### src/rtl/tick_gen_pkg.sv
// rtl/tick_gen_pkg.sv - shared constants and channel state encoding for multi_tick_gen
//
// Purpose: mode encodings and the per-channel FSM state type used by
//          tick_channel and multi_tick_gen.
// Ports:   none (package).
package tick_gen_pkg;

  localparam logic MODE_PERIODIC = 1'b0;
  localparam logic MODE_ONESHOT  = 1'b1;

  typedef enum logic {
    ST_IDLE = 1'b0,
    ST_RUN  = 1'b1
  } ch_state_e;

endpackage

### src/rtl/tick_channel.sv
// rtl/tick_channel.sv - one programmable tick channel (counter, FSM, shadow/active divisor)
//
// Purpose: generates one-cycle tick enables every D+1 cycles (periodic) or a
//          single tick per start (one-shot). Divisor writes land in a shadow
//          register and reach the active divisor only while idle or at
//          terminal count, so a running period is never cut or stretched.
// Ports:
//   clk       in   system clock, rising edge
//   reset     in   synchronous, active-low
//   start     in   start pulse (ignored while running)
//   stop      in   stop pulse (wins over start and sync_clr)
//   mode      in   0 = periodic, 1 = one-shot; latched at start
//   wr        in   shadow divisor write strobe
//   data      in   divisor value D
//   sync_clr  in   clear counter of a running channel
//   tick      out  registered one-cycle enable
//   tick_nxt  out  next-state tick, for the top-level registered OR
//   busy      out  channel is in RUN
module tick_channel
  import tick_gen_pkg::*;
#(
  parameter int               CNT_W       = 27,
  parameter logic [CNT_W-1:0] DEFAULT_DIV = CNT_W'(49999999)
) (
  input  logic             clk,
  input  logic             reset,
  input  logic             start,
  input  logic             stop,
  input  logic             mode,
  input  logic             wr,
  input  logic [CNT_W-1:0] data,
  input  logic             sync_clr,
  output logic             tick,
  output logic             tick_nxt,
  output logic             busy
);

  ch_state_e        r_state, w_state_nxt;
  logic [CNT_W-1:0] r_cnt, w_cnt_nxt;
  logic [CNT_W-1:0] r_div_active, w_div_active_nxt;
  logic [CNT_W-1:0] r_div_shadow, w_div_shadow_nxt;
  logic             r_mode, w_mode_nxt;
  logic             r_tick, w_tick_nxt;

  always_ff @(posedge clk) begin
    if (!reset) begin
      r_state      <= ST_IDLE;
      r_cnt        <= '0;
      r_div_active <= DEFAULT_DIV;
      r_div_shadow <= DEFAULT_DIV;
      r_mode       <= MODE_PERIODIC;
      r_tick       <= 1'b0;
    end else begin
      r_state      <= w_state_nxt;
      r_cnt        <= w_cnt_nxt;
      r_div_active <= w_div_active_nxt;
      r_div_shadow <= w_div_shadow_nxt;
      r_mode       <= w_mode_nxt;
      r_tick       <= w_tick_nxt;
    end
  end

  always_comb begin
    w_state_nxt      = r_state;
    w_cnt_nxt        = r_cnt;
    w_div_active_nxt = r_div_active;
    w_div_shadow_nxt = wr ? data : r_div_shadow;
    w_mode_nxt       = r_mode;
    w_tick_nxt       = 1'b0;

    unique case (r_state)
      ST_IDLE: begin
        w_cnt_nxt        = '0;
        // Idle channels track the shadow so a write takes effect one cycle later.
        w_div_active_nxt = r_div_shadow;
        if (start && !stop) begin
          w_state_nxt = ST_RUN;
          w_mode_nxt  = mode;
        end
      end
      ST_RUN: begin
        if (stop) begin
          w_state_nxt = ST_IDLE;
          w_cnt_nxt   = '0;
        end else if (sync_clr) begin
          // Suppresses a terminal count falling in this cycle.
          w_cnt_nxt = '0;
        end else if (r_cnt == r_div_active) begin
          w_cnt_nxt        = '0;
          w_tick_nxt       = 1'b1;
          // Registered shadow: a write in this same cycle waits one more period.
          w_div_active_nxt = r_div_shadow;
          if (r_mode == MODE_ONESHOT) begin
            w_state_nxt = ST_IDLE;
          end
        end else begin
          w_cnt_nxt = r_cnt + 1'b1;
        end
      end
      default: begin
        w_state_nxt = ST_IDLE;
        w_cnt_nxt   = '0;
      end
    endcase
  end

  assign tick     = r_tick;
  assign tick_nxt = w_tick_nxt;
  assign busy     = (r_state == ST_RUN);

endmodule

### src/rtl/multi_tick_gen.sv
// rtl/multi_tick_gen.sv - multi-channel runtime-programmable tick enable generator
//
// Purpose: NUM_CH independent tick_channel instances with a shared divisor
//          write port and a global phase-align clear. Ticks are clock enables.
// Ports:
//   clk       in   system clock, rising edge
//   reset     in   synchronous, active-low
//   start     in   [NUM_CH] per-channel start pulse
//   stop      in   [NUM_CH] per-channel stop pulse
//   mode      in   [NUM_CH] 0 = periodic, 1 = one-shot, sampled at start
//   div_wr    in   divisor write strobe
//   div_ch    in   [IDX_W] channel addressed by div_wr (out-of-range ignored)
//   div_data  in   [CNT_W] divisor D, period D+1 cycles
//   sync_clr  in   clear counters of all running channels
//   tick      out  [NUM_CH] registered one-cycle enables
//   busy      out  [NUM_CH] channel running
//   tick_any  out  registered OR of tick, aligned with tick
module multi_tick_gen
  import tick_gen_pkg::*;
#(
  parameter int NUM_CH      = 4,
  parameter int CNT_W       = 27,
  parameter int DEFAULT_DIV = 49999999,
  parameter int IDX_W       = (NUM_CH > 1) ? $clog2(NUM_CH) : 1
) (
  input  logic              clk,
  input  logic              reset,
  input  logic [NUM_CH-1:0] start,
  input  logic [NUM_CH-1:0] stop,
  input  logic [NUM_CH-1:0] mode,
  input  logic              div_wr,
  input  logic [IDX_W-1:0]  div_ch,
  input  logic [CNT_W-1:0]  div_data,
  input  logic              sync_clr,
  output logic [NUM_CH-1:0] tick,
  output logic [NUM_CH-1:0] busy,
  output logic              tick_any
);

  logic [NUM_CH-1:0] w_tick_nxt;
  logic              r_tick_any;

  for (genvar g = 0; g < NUM_CH; g++) begin : g_ch
    logic w_wr;
    // Indices >= NUM_CH never match, so such writes touch nothing.
    assign w_wr = div_wr && (div_ch == IDX_W'(g));

    tick_channel #(
      .CNT_W       (CNT_W),
      .DEFAULT_DIV (CNT_W'(DEFAULT_DIV))
    ) u_ch (
      .clk      (clk),
      .reset    (reset),
      .start    (start[g]),
      .stop     (stop[g]),
      .mode     (mode[g]),
      .wr       (w_wr),
      .data     (div_data),
      .sync_clr (sync_clr),
      .tick     (tick[g]),
      .tick_nxt (w_tick_nxt[g]),
      .busy     (busy[g])
    );
  end

  // Built from next-state ticks so it lands in the same cycle as tick.
  always_ff @(posedge clk) begin
    if (!reset) begin
      r_tick_any <= 1'b0;
    end else begin
      r_tick_any <= |w_tick_nxt;
    end
  end

  assign tick_any = r_tick_any;

endmodule

### config.mk
export PLATFORM = sky130hd
export DESIGN_NAME = multi_tick_gen
export DESIGN_NICKNAME = d
export VERILOG_FILES = /design/src/rtl/tick_gen_pkg.sv /design/src/rtl/tick_channel.sv /design/src/rtl/multi_tick_gen.sv
export SDC_FILE = /design/constraint.sdc
export NUM_CORES = 1
export LEC_CHECK = 0
export CORE_ASPECT_RATIO = 0.9
export CORE_UTILIZATION = 40
export DETAILED_ROUTE_END_ITERATION = 7
export PLACE_DENSITY = 0.58
export SETUP_SLACK_MARGIN = 0.4
export SLEW_MARGIN = 20
export SYNTH_ARGS = -nofsm -noshare
export SYNTH_HDL_FRONTEND = slang
export SYNTH_SLANG_ARGS = --single-unit
### constraint.sdc
create_clock -name clk -period 2.85 [get_ports clk]
set_clock_uncertainty 0.15 [all_clocks]
set_input_delay 0.4275 -clock clk [delete_from_list [all_inputs] [get_ports clk]]
set_output_delay 0.4275 -clock clk [all_outputs]
set_load 0.005 [all_outputs]
=== Word-level counts from Yosys, hierarchy flattened ===
Cells that the tools add are included.

* Register bits after elaboration: 337
* Output and inout port bits: 9
* Logic and storage cells: 146

* Add/sub/neg operators: 4
* Equal/unequal tests: 19
* Multiplexer cells: 72
* Bitwise logic cells: 4
* Reductions and logical operators: 22

{| class="wikitable"
|+ Operator list
! kind !! number
|-
| two-way mux 27 bit || 24
|-
| one-hot mux 27 bit (2 select lines) || 8
|-
| adder 27 x 1 -> 27 bit (second input constant) || 4
|-
| equality test 27 bit || 4
|-
| two-way mux 1 bit || 36
|-
| != test 2 bit (second input constant) || 12
|-
| AND reduction 3 bit || 4
|-
| logical AND 1 bit || 8
|-
| one-hot mux 1 bit (2 select lines) || 4
|-
| AND reduction 2 bit || 4
|-
| equality test 2 bit (second input constant) || 2
|-
| zero test 1 bit || 4
|-
| inverter 1 bit || 4
|-
| OR reduction 4 bit || 1
|-
| equality test 2 x 1 -> 1 bit (second input constant) || 1
|-
| zero test 2 bit || 1
|}

=== Longest topological paths before layout ===
* Depth in word-level cells: 6
* Gate-level depth with buffers: 8
* Depth with buffers taken out: 6

=== Cells and area by module ===
From an unflattened synthesis, not the netlist that was laid out.

* Cells, all modules: 1561
* Area, all modules: 15041.9 sq um

{| class="wikitable"
|+ By module, submodules not included
! module !! times used !! cells an instance !! area an instance (sq um) !! sequential area each (sq um)
|-
| tick_channel (g_ch[0].u_ch ...) || 3 || 389 || 3742.3 || 1681.6
|-
| tick_channel (g_ch[3].u_ch) || 1 || 388 || 3752.3 || 1681.6
|-
| multi_tick_gen || 1 || 6 || 62.6 || 20.0
|}

=== Worst setup path after synthesis ===
Ideal clock, no wire load.

* Kind: register to register
* Start point: reg g_ch[1].u_ch.r_cnt[15]
* End point: reg g_ch[1].u_ch.r_div_active[10]
* Data arrival time: 1715 ps
* Required time: 2579 ps
* Slack: 864 ps
* Stages on the path, launching flop included: 9
* Buffers on the path: 3
* Clock period less this slack: 1986 ps
* Cells stage by stage: dfxtp_1 -> clkbuf_1 -> xor2_1 -> nor4_1 -> and4_1 -> a41oi_1 -> buf_2 -> buf_4 -> mux2i_1

* Word-level cells in the longest chain between the ends: 3

{| class="wikitable"
|+ Ends and longest elaborated chain
! element !! RTL line !! text
|-
| start: declaration || tick_channel.sv:39 || <nowiki>logic [CNT_W-1:0] r_cnt, w_cnt_nxt;</nowiki>
|-
| start signal: assignment || tick_channel.sv:55 || <nowiki>r_cnt <= w_cnt_nxt;</nowiki>
|-
| equality test 27 bit || tick_channel.sv:88 || <nowiki>end else if (r_cnt == r_div_active) begin</nowiki>
|-
| != test 2 bit (no line) || n/a ||
|-
| AND reduction 3 bit (no line) || n/a ||
|-
| end signal: assignment || tick_channel.sv:56 || <nowiki>r_div_active <= w_div_active_nxt;</nowiki>
|-
| end: declaration || tick_channel.sv:40 || <nowiki>logic [CNT_W-1:0] r_div_active, w_div_active_nxt;</nowiki>
|}

Every way passes these cells.
A chain may end at the register's enable or synchronous reset.

=== Worst setup path after layout ===
* Start point: reg g_ch[0].u_ch.r_cnt[14]
* End point: reg g_ch[0].u_ch.r_div_active[26]

* Word-level cells in the longest chain between the ends: 3

{| class="wikitable"
|+ Ends and longest elaborated chain
! element !! RTL line
|-
| start: declaration || tick_channel.sv:39
|-
| start signal: assignment || tick_channel.sv:55
|-
| equality test 27 bit || tick_channel.sv:88
|-
| != test 2 bit (no line) || n/a
|-
| AND reduction 3 bit (no line) || n/a
|-
| end signal: assignment || tick_channel.sv:56
|-
| end: declaration || tick_channel.sv:40
|}

Every way passes these cells.

==> results.md <==
| Metric | Value | Unit |
|:---|:---|:---|
| TritonRoute pass-1 iters | 8 | - |
| Cell with the largest stage delay on the worst path | sky130_fd_sc_hd__o41a_1 | - |
| Required time of the critical path | 3.09 | ns |
| Maximum number of pins on one net before global-route repair | 204 | - |
| Number of vias in the routed layout | 11060 | - |
| Reported net switching power | 2.318 | mW |
| Clock buffer depth | 3 | - |
| Clock-pin slew on the worst setup and hold paths | 0.06 | ns |
| Post-synthesis sequential element count | 337 | - |
| Yosys cell types | 40 | - |
| Crit Path Class | reg2reg | - |
| Number of endpoints with negative hold slack in the final report | 0 | - |
| Final setup viols | 0 | - |
| Number of slew-limit violations in the final report | 0 | - |
| Min-Delay Path Class | in2reg | - |
| Ratio of cells with drive above 1 in the final layout | 0.05293 | - |
| Number of buffers added by the clock tree synthesis step | 36 | - |
| Final worst setup slack | 0.5228 | ns |
| Core box area | 36250 | um^2 |
| Ys async rst share | 0 | - |
| Reg2Reg Depth | 6 | - |
| First-pass GRT wire length | 57530 | um |
| Depth of the CTS H-tree | 2 | - |
| Fmax achieved | 429.7 | MHz |
| Vertical die dimension | 184.4 | um |
| First element of the critical path | g_ch[0].u_ch.r_cnt[14] | - |
| Latest clock arrival within the worst-skew pair | 0.54 | ns |
| Setup repair after global routing missed its margin | no | - |
| Number of global-route vias before repair | 10550 | - |
| Number of antenna violations at the first check in global routing | 0 | - |
| Ratio of final minimum period to clock period | 0.8166 | - |
| Antenna Cells | 0 | - |
| Run status | finished clean | - |
| Total of max-cap violations | 0 | - |
| Fin Setup TNS | 0 | ns |
| Top_reg_cell synth | sky130_fd_sc_hd__dfxtp_1 | - |
| Pre-CTS setup slack | 0.2959 | ns |
| Cells after DPL | 2150 | - |
| Post-detailed-route via-to-cell ratio | 4.995 | - |
| Number of sinks driven by the clock tree | 337 | - |
| Syn avg cell area | 8.708 | um^2 |
| Clock tree from TritonCTS | built | - |
| Effective utilization at floorplan | 0.4079 | - |
| Combinational fraction of design power | 0.057 | - |
| Top-level port count | 54 | - |
| Post-Syn Instances | 1698 | - |
| Final ANT Viol Nets | 0 | - |
| All-Layer GR Usage | 0.1943 | - |
| Crit Path Max Fanout | 27 | - |
| Nets@finish | 1762 | - |
| Share of the core filled with cells in the final layout | 0.4660 | - |
| Worst Tran Pin Value | 0.7664 | ns |
| Worst relative slew slack | 0.4891 | - |
| Global route total overflow | 0 | - |
| Post-CTS repair timing setup buffer count | 0 | - |
| Worst setup path endpoint | g_ch[0].u_ch.r_div_active[26] | - |
| Synthesized Nets | 1747 | - |
| Count of synthesis-stage warnings from yosys | 0 | - |
| Port bufs | 53 | - |
| DRC violations left | 0 | - |
| Arrival time at the worst endpoint | 2.56 | ns |
| Sequence of cells on the critical path | xor2_1, nor4_1, nand4_1, o41a_1, buf_4, mux2i_1 | - |
| Sequential Power Share | 0.489 | - |
| Terminus of the critical flop-to-flop path | g_ch[0].u_ch.r_div_active[26] | - |
| Static leakage power | 5.830 | nW |
| Critical R2R Launch | g_ch[0].u_ch.r_cnt[14] | - |
| Internal reg-to-reg setup slack | 0.52 | ns |
| Internal Pwr Total | 7.719 | mW |
| Longest individual stage delay on the worst path | 0.43 | ns |
| Netlist area before placement | 14790 | um^2 |
| Clock power frac | 0.454 | - |
| Leading cell type in the layout, fill and taps excluded | sky130_fd_sc_hd__dfxtp_1 | - |
| Post-synth EDFFs | 0 | - |
| Area of the die | 37740 | um^2 |
| Final routed wirelength across all metal layers | 35950 | um |
| IR drop worst, VDD | 0.4025 | mV |
| Site row count | 66 | - |
| Die Span X | 204.7 | um |
| Cell area power density | 594.2 | nW/um^2 |
| Drt first-iter violations | 693 | - |
| Crit end category | flip-flop | - |
| Switching Share | 0.2309 | - |
| Fin cells | 2214 | - |
| Routability-driven placement congestion ratio | 0.8345 | - |
| HPWL reported at the end of detailed placement | 24150 | um |
| Power after layout | 10.04 | mW |
| Clock tree root driver cell | sky130_fd_sc_hd__clkbuf_16 | - |
| Startpoint type of the worst setup path | flip-flop | - |
| Signed area change from the synthesized netlist to the final layout | 14.24 | % |
| Post-detailed-route wirelength per cell | 16.24 | um |
| Final critical path time including I/O delays and setup | 2.327 | ns |
| Sequential cell area fraction in the yosys report | 0.4563 | - |
| Commonest non-fill, non-tap cells in the layout | sky130_fd_sc_hd__dfxtp_1 (336), sky130_fd_sc_hd__nand2_1 (324), sky130_fd_sc_hd__nor2b_1 (148), sky130_fd_sc_hd__nor2_1 (137), sky130_fd_sc_hd__xor2_1 (127) | - |
==> registers in the layout, indices dropped and copies added, names as in the netlist <==
register / count
g_ch.u_ch.r_div_active: 108
g_ch.u_ch.busy: 4
g_ch.u_ch.r_mode: 4
tick_any: 1
g_ch.u_ch.tick: 4
g_ch.u_ch.r_cnt: 108
g_ch.u_ch.r_div_shadow: 108
==> worst max-delay path: cells and delay by family (launching register included) <==
family                    cells  cell delay (ns)
AOI/OAI and AO/OA             1             0.43
and+or+nand+nor               2             0.65
DFF                           1             0.35
muxes                         1             0.17
buffers and inverters         1             0.28
xor gates and xnor gates      1             0.15
==> stage by stage <==
| stage | cell area, um^2 | hold WS (ns) |
|---|---|---|
| 6_report | 16890 | 0.04289 |
| 5_1_grt | 16890 | 0.03965 |
| 4_1_cts | 16860 | 0.02259 |
| 3_5_place_dp | 15720 | 0.2944 |
| 3_3_place_gp | 15720 | 0.2816 |
| 2_1_floorplan | 14790 | 0.2696 |
==> routing by layer <==
metal | up-vias | global-route usage | wire length, um | share of wire
li1 | 5588 | - | - | -
met1 | 5216 | 0.2806 | 17940 | 0.50
met2 | 205 | 0.2976 | 15620 | 0.43
met3 | 50 | 0.02953 | 1532 | 0.043
met4 | 0 | 0.05463 | 845 | 0.024
met5 | - | 0 | 0 | 0
==> power groups by stage <==
stage	Clock [mW]	Combinational, mW	Sequential [mW]
after floorplan	0	0.360	4.99
after global placement	0	0.563	5.01
after detailed placement	0	0.571	5.01
after CTS	4.70	0.573	4.91
after global routing	4.88	0.626	4.92
final	4.56	0.570	4.91
==> synthesized netlist by cell type, drive strengths merged (31+ instances only) <==
cell type	n	area, um^2
nand3	120	600.6
nand2	324	1216
xnor2	81	709.4
a21boi	36	270.3
dfxtp	337	6746
nor2	137	514.2
clkbuf	66	249.0
nor2b	148	925.9
nor3	34	175.2
buf	31	197.7
xor2	127	1112
nand4	36	225.2
mux2i	112	1121
==> cell families after synthesis <==
family	synth area share
multiplexers	0.07582
XOR/XNOR	0.1232
flip-flops	0.4563
adder cells (fa/ha/maj)	0.003385
buffers and inverters	0.03605
AO/OA/AOI/OAI	0.02403
AND/OR/NAND/NOR	0.2813
==> area by class of cell <==
cell class,instances,area [um^2]
Fill cell,3497,19360
Multi-Input combinational cell,1242,7605
Sequential cell,337,6748
Clock buffer,53,1046
Timing Repair Buffer,73,721.9
Tap cell,476,595.6
Clock inverter,10,90.09
Inverter,23,86.33
==> worst min-delay path by stage <==
stage                        startpoint           endpoint  slack (ns)  depth (start not counted)
floorplan           g_ch[2].u_ch.r_mode  g_ch[2].u_ch.busy        0.27                          1
global placement    g_ch[2].u_ch.r_mode  g_ch[2].u_ch.busy        0.28                          1
detailed placement  g_ch[2].u_ch.r_mode  g_ch[2].u_ch.busy        0.29                          1
CTS                               reset  g_ch[2].u_ch.busy        0.02                          3
global route                      reset  g_ch[2].u_ch.busy        0.04                          3
finish                            reset  g_ch[2].u_ch.busy        0.04                          3
==> repair_timing <==
action	in CTS	in global routing
pin swaps	0	2
resized for setup	1	5
hold buffers	0	0
cloned	0	1
endpoints found under the setup margin	27	63
Note: power is estimated with default switching activity, not from simulation.
